==> config.mk <==
export PLATFORM = sky130hd
export DESIGN_NAME = trng_collector
export DESIGN_NICKNAME = d
export VERILOG_FILES = /design/src/rtl/trng_pkg.sv /design/src/rtl/trng_vn_corrector.sv /design/src/rtl/trng_collector.sv
export SDC_FILE = /design/constraint.sdc
export NUM_CORES = 1
export LEC_CHECK = 0
export ABC_AREA = 1
export BUFFER_PORTS_ARGS = -buffer_cell sky130_fd_sc_hd__buf_2
export CORE_UTILIZATION = 40
export DETAILED_ROUTE_END_ITERATION = 16
export GPL_ROUTABILITY_DRIVEN = 0
export GPL_TIMING_DRIVEN = 0
export PLACE_DENSITY_LB_ADDON = 0.2
export SETUP_SLACK_MARGIN = 0.02
export SLEW_MARGIN = 20
export SYNTH_ARGS = -nofsm -noshare
export SYNTH_HDL_FRONTEND = slang
export SYNTH_SLANG_ARGS = --single-unit
export TNS_END_PERCENT = 50
==> constraint.sdc <==
create_clock -name clk -period 3.93 [get_ports clk]
set_clock_uncertainty 0.15 [all_clocks]
set_input_delay 0.786 -clock clk [delete_from_list [all_inputs] [get_ports clk]]
set_output_delay 0.786 -clock clk [all_outputs]
set_load 0.05 [all_outputs]
==> src/rtl/trng_pkg.sv <==
// Shared definitions for the TRNG collector: FSM state encoding and default
// parameter values.
package trng_pkg;

    typedef enum logic [2:0] {
        ST_IDLE,
        ST_WARMUP,
        ST_COLLECT,
        ST_HOLD,
        ST_FAIL
    } trng_state_t;

    localparam int DEF_WORD_W    = 32;
    localparam int DEF_DIV       = 4;
    localparam int DEF_WARMUP    = 256;
    localparam int DEF_REP_LIMIT = 32;

endpackage

==> src/rtl/trng_vn_corrector.sv <==
// Von Neumann debiaser: pairs consecutive strobed samples, 01 yields 0,
// 10 yields 1, equal pairs are dropped.
module trng_vn_corrector
    import trng_pkg::*;
(
    input  logic clk,
    input  logic rst_n,
    input  logic strobe,
    input  logic sample,
    input  logic clear,
    output logic bit_valid,
    output logic data_bit
);

    logic have_first;
    logic first;

    always_ff @(posedge clk or negedge rst_n) begin
        if (!rst_n) begin
            have_first <= 1'b0;
            first      <= 1'b0;
        end else if (clear) begin
            have_first <= 1'b0;
            first      <= 1'b0;
        end else if (strobe) begin
            if (!have_first) begin
                have_first <= 1'b1;
                first      <= sample;
            end else begin
                have_first <= 1'b0;
            end
        end
    end

    // The first sample of an unequal pair is the debiased bit.
    assign bit_valid = strobe && have_first && !clear && (first != sample);
    assign data_bit  = first;

endmodule

==> src/rtl/trng_collector.sv <==
// Collects debiased entropy bits into words, with source warm-up and a
// sticky repetition-count health test.
module trng_collector
    import trng_pkg::*;
#(
    parameter int WORD_W    = DEF_WORD_W,
    parameter int DIV       = DEF_DIV,
    parameter int WARMUP    = DEF_WARMUP,
    parameter int REP_LIMIT = DEF_REP_LIMIT
) (
    input  logic              clk,
    input  logic              rst_n,
    input  logic              en,
    input  logic              raw_bit,
    output logic              trng_en,
    output logic [WORD_W-1:0] rnd_data,
    output logic              rnd_valid,
    input  logic              rnd_ready,
    output logic              health_fail
);

    localparam logic [7:0]  DIV_LAST  = 8'(DIV - 1);
    localparam logic [15:0] WARM_LAST = 16'(WARMUP - 1);
    localparam logic [7:0]  REP_MAX   = 8'(REP_LIMIT);
    localparam logic [6:0]  BIT_LAST  = 7'(WORD_W - 1);

    trng_state_t       state;
    trng_state_t       state_next;
    logic              sync1;
    logic              sync2;
    logic [7:0]        div_cnt;
    logic              strobe;
    logic [15:0]       warm_cnt;
    logic              prev_sample;
    logic [7:0]        run_cnt;
    logic [7:0]        run_next;
    logic              rep_fail;
    logic              vn_clear;
    logic              vn_valid;
    logic              vn_bit;
    logic [6:0]        bit_cnt;
    logic [WORD_W-1:0] shift_reg;
    logic [WORD_W-1:0] shifted;
    logic              word_done;

    assign trng_en     = (state == ST_WARMUP) || (state == ST_COLLECT) || (state == ST_HOLD);
    assign rnd_valid   = (state == ST_HOLD);
    assign health_fail = (state == ST_FAIL);

    always_ff @(posedge clk or negedge rst_n) begin
        if (!rst_n) begin
            sync1 <= 1'b0;
            sync2 <= 1'b0;
        end else begin
            sync1 <= raw_bit;
            sync2 <= sync1;
        end
    end

    always_ff @(posedge clk or negedge rst_n) begin
        if (!rst_n) begin
            div_cnt <= '0;
        end else if (!trng_en || (div_cnt == DIV_LAST)) begin
            div_cnt <= '0;
        end else begin
            div_cnt <= div_cnt + 8'd1;
        end
    end

    assign strobe = trng_en && (div_cnt == DIV_LAST);

    // Strobes only occur while the source is enabled, so the health test
    // automatically covers exactly the warm-up, collect and hold phases.
    always_comb begin
        run_next = 8'd1;
        if (sync2 == prev_sample) begin
            run_next = (run_cnt == 8'hFF) ? run_cnt : run_cnt + 8'd1;
        end
    end

    assign rep_fail = strobe && (run_next >= REP_MAX);

    always_ff @(posedge clk or negedge rst_n) begin
        if (!rst_n) begin
            run_cnt     <= '0;
            prev_sample <= 1'b0;
        end else if (strobe) begin
            run_cnt     <= run_next;
            prev_sample <= sync2;
        end
    end

    always_ff @(posedge clk or negedge rst_n) begin
        if (!rst_n) begin
            warm_cnt <= '0;
        end else if (state == ST_WARMUP) begin
            warm_cnt <= warm_cnt + 16'd1;
        end else begin
            warm_cnt <= '0;
        end
    end

    // Pair state is held clear outside COLLECT, so every fresh collection
    // starts on a pair boundary and hold-time samples are dropped.
    assign vn_clear = (state != ST_COLLECT);

    trng_vn_corrector u_vn (
        .clk       (clk),
        .rst_n     (rst_n),
        .strobe    (strobe),
        .sample    (sync2),
        .clear     (vn_clear),
        .bit_valid (vn_valid),
        .data_bit  (vn_bit)
    );

    assign shifted   = {shift_reg[WORD_W-2:0], vn_bit};
    assign word_done = vn_valid && (bit_cnt == BIT_LAST);

    always_ff @(posedge clk or negedge rst_n) begin
        if (!rst_n) begin
            shift_reg <= '0;
            bit_cnt   <= '0;
        end else if (state != ST_COLLECT) begin
            shift_reg <= '0;
            bit_cnt   <= '0;
        end else if (vn_valid) begin
            shift_reg <= shifted;
            bit_cnt   <= bit_cnt + 7'd1;
        end
    end

    always_ff @(posedge clk or negedge rst_n) begin
        if (!rst_n) begin
            rnd_data <= '0;
        end else if ((state == ST_COLLECT) && (state_next == ST_HOLD)) begin
            rnd_data <= shifted;
        end
    end

    always_ff @(posedge clk or negedge rst_n) begin
        if (!rst_n) begin
            state <= ST_IDLE;
        end else begin
            state <= state_next;
        end
    end

    // A health failure outranks every other transition, including en=0.
    always_comb begin
        state_next = state;
        case (state)
            ST_IDLE: begin
                if (en) state_next = ST_WARMUP;
            end
            ST_WARMUP: begin
                if (rep_fail)                   state_next = ST_FAIL;
                else if (!en)                   state_next = ST_IDLE;
                else if (warm_cnt == WARM_LAST) state_next = ST_COLLECT;
            end
            ST_COLLECT: begin
                if (rep_fail)       state_next = ST_FAIL;
                else if (!en)       state_next = ST_IDLE;
                else if (word_done) state_next = ST_HOLD;
            end
            ST_HOLD: begin
                if (rep_fail)       state_next = ST_FAIL;
                else if (!en)       state_next = ST_IDLE;
                else if (rnd_ready) state_next = ST_COLLECT;
            end
            ST_FAIL: begin
                state_next = ST_FAIL;
            end
            default: begin
                state_next = ST_IDLE;
            end
        endcase
    end

endmodule

==> results.ini <==
[sta]
setup_slack_ns=1.564
final.period_utilization_pct=60.21
tightest_slew_ns=0.9252
setup_viol=0
layout_min_cycle_time_ns=2.366
slew_headroom_pct=37.85
hold_violations=0
report.final.slew_viol_count=0
max_freq_mhz=422.6
rsz0062_at_grt=no
tns_ns=0

[worst_setup_path]
crit_type=reg -> out
endpoint_kind=output port
crit_start=state[0]$_DFF_PN0_
r2r_end=rnd_data[9]$_DFFE_PN0P_
startpoint_type=flip-flop
r2r_start=div_cnt[0]$_DFF_PN0_
cp_max_fo=7
crit_end=trng_en
r2r_cells=11
required_ns=2.99
r2r_setup_slack_ns=1.65
cp.arrival_ns=1.43

[floorplanning]
core_region_area_um2=12010
die_h_um=112.9
die_w_um=112.9
start_util_pct=40.99
io_pins=40
std_cell_rows=40
die-area_um2=12760

[grt]
grt_pass1_wl_mm=17.35
grt_use_total_pct=17.05
grt_pass1_vias=3791
grt-ovfl-total=0
grt_max_degree=65
antenna_found_initial=0

[place]
dp_slack_ns=1.618
dp_hpwl_mm=6.908
io_buffers=39

[drt]
dr.pass1.iters=5
via_per_inst=5.138
antenna_left=0
routed_wl_mm=9.838
vias=3802
drt_iter0_markers=177
drc_errors=0
wl_per_cell_um=13.29

[layout]
seq_area_um2=2753
syn_to_final_growth_pct=15.40
diodes=0
final_nets=598
fill_cells=1165
multi_input_area_um2=1874
largest_reg_flops=32
drive_above_1_share_pct=15.51

[synth]
synth_top_family_by_area=simple AND/OR/NAND/NOR gates
yosys.area_share.simple_pct=26.18
ys_seq_elements=110
synthXorXnorAreaFrac_pct=0.8895
syn_inst=538
syn_nets=547
synth_area_um2=4923
synth.area.mux_share_pct=0
syn_avg_cell_area_um2=9.151
synth_compound_area_share_pct=9.987
synth_fa_ha_area_share_pct=1.017
ys_types=37
ys_seq_area_share_pct=55.91
ys_warn_count=0

[run]
drv_cap=0

[clock_tree]
cts_setup_buffers=0
cts_resized=0
clockBufferDepth=2
clkTransAtPathRegs_ns=0.07
cts_tree=done
ctsRootBufferMaster=clkbuf_16
cts_sinks=110
h-tree-depth=3
clk_latency_ns=0.36
numCtsBuffers=9
hold_buffers=0

[pwr]
power.density_nw_per_um2=416.5
ir_drop_mv=0.2548
p_leak_nw=2.938

[hold_path]
hold_class=in -> async

[run_status]
outcome=finished, final reports clean

==> report_power, final <==
group          switching, mW  internal, mW  total [mW]
sequential            0.0209          1.16        1.18
clock                  0.417         0.639        1.06
combinational         0.0939        0.0403       0.134
total                  0.532          1.83        2.37
==> cell usage in the layout, fill, tap and decap left out, types with 4 or more instances in the layout <==
cell type  count
a21oi_1       16
nor2_1        41
xor2_1         4
inv_1         38
clkbuf_16      9
clkbuf_1       5
ha_1           4
nand4_1       41
a22o_1        23
nor3_1        10
buf_6          4
nand3_1       32
nand2_1      134
o21ai_0       24
buf_2         47
inv_2          9
dfrtp_1      110
==> synth_stat cells, drive strengths merged <==
cell type / number / area [µm²]
xor2: 4 / 35.03
clkbuf: 5 / 18.77
a22o: 23 / 201.4
inv: 47 / 176.4
a31oi: 2 / 12.51
nor4: 2 / 12.51
nand3b: 1 / 7.510
nand2: 137 / 521.8
or2: 1 / 6.260
o211ai: 1 / 7.510
a31o: 1 / 8.760
nor3: 10 / 50.05
ha: 4 / 50.05
and3: 3 / 18.77
buf: 15 / 101.3
xnor2: 1 / 8.760
a21boi: 1 / 7.510
o21bai: 2 / 15.01
nor3b: 3 / 22.52
o21ai: 24 / 120.1
dfrtp: 110 / 2753
o21a: 2 / 15.01
a21oi: 17 / 96.35
nand4: 42 / 269.0
a21o: 1 / 7.510
nor2: 45 / 192.7
nand3: 34 / 187.7
==> critical path, cell delays in order (launching register included) <==
cell and delay, ns:
dfrtp_1 0.37, inv_2 0.12, nand2_1 0.10, nand2_2 0.16
inv_1 0.09, buf_2 0.22
==> worst min-delay path by stage <==
| stage | start | to | slack, ns | cells after the start |
|---|---|---|---|---|
| 2_1_floorplan | sync1$_DFF_PN0_ | sync2$_DFF_PN0_ | 0.18 | 0 |
| 4_1_cts | sync1$_DFF_PN0_ | sync2$_DFF_PN0_ | 0.20 | 0 |
| 3_3_place_gp | sync1$_DFF_PN0_ | sync2$_DFF_PN0_ | 0.18 | 0 |
| 3_5_place_dp | sync1$_DFF_PN0_ | sync2$_DFF_PN0_ | 0.19 | 0 |
| 5_1_grt | sync1$_DFF_PN0_ | sync2$_DFF_PN0_ | 0.21 | 0 |
| 6_report | rst_n | rnd_data[26]$_DFFE_PN0P_ | 0.19 | 1 |
==> stage by stage <==
stage          instances  power, mW  hold slack, ns  util [%]  cell area (µm²)
2_1_floorplan        538      1.281          0.1812         -             4923
3_3_place_gp         724      1.326          0.1840     44.15             5303
3_5_place_dp         725      1.335          0.1863     44.43             5336
4_1_cts              740      2.396          0.2020     47.30             5682
5_1_grt              740      2.463          0.2116     47.30             5682
6_report             740      2.366          0.1939     47.30             5682
==> cells by family (layout without fill, tap and decap cells) <==
group | after synthesis | count (layout)
buffers and inverters | 67 | 122
AND/OR/NAND/NOR | 278 | 278
AO/OA/AOI/OAI | 74 | 74
XOR/XNOR | 5 | 5
adder cells (fa/ha/maj) | 4 | 4
flip-flops | 110 | 110
==> cell type report <==
type / instances / area share (%)
plain buffers: 20 / 2.114
clock buffers: 10 / 4.206
clock inverters: 5 / 1.872
inverters: 47 / 3.105
multi-input cells: 361 / 32.99
flip-flops and latches: 110 / 48.45
well taps: 147 / 3.237
repair buffers: 40 / 4.030
==> metal layers <==
| layer | wire, µm | track usage (%) | vias up |
|---|---|---|---|
| met5 | 0 | 0 | - |
| met1 | 4826 | 22.08 | 1802 |
| met4 | 251 | 8.509 | 0 |
| met3 | 301 | 3.214 | 18 |
| li1 | - | - | 1918 |
| met2 | 4458 | 27.53 | 64 |
No activity file was read; power rests on OpenSTA's default activity.
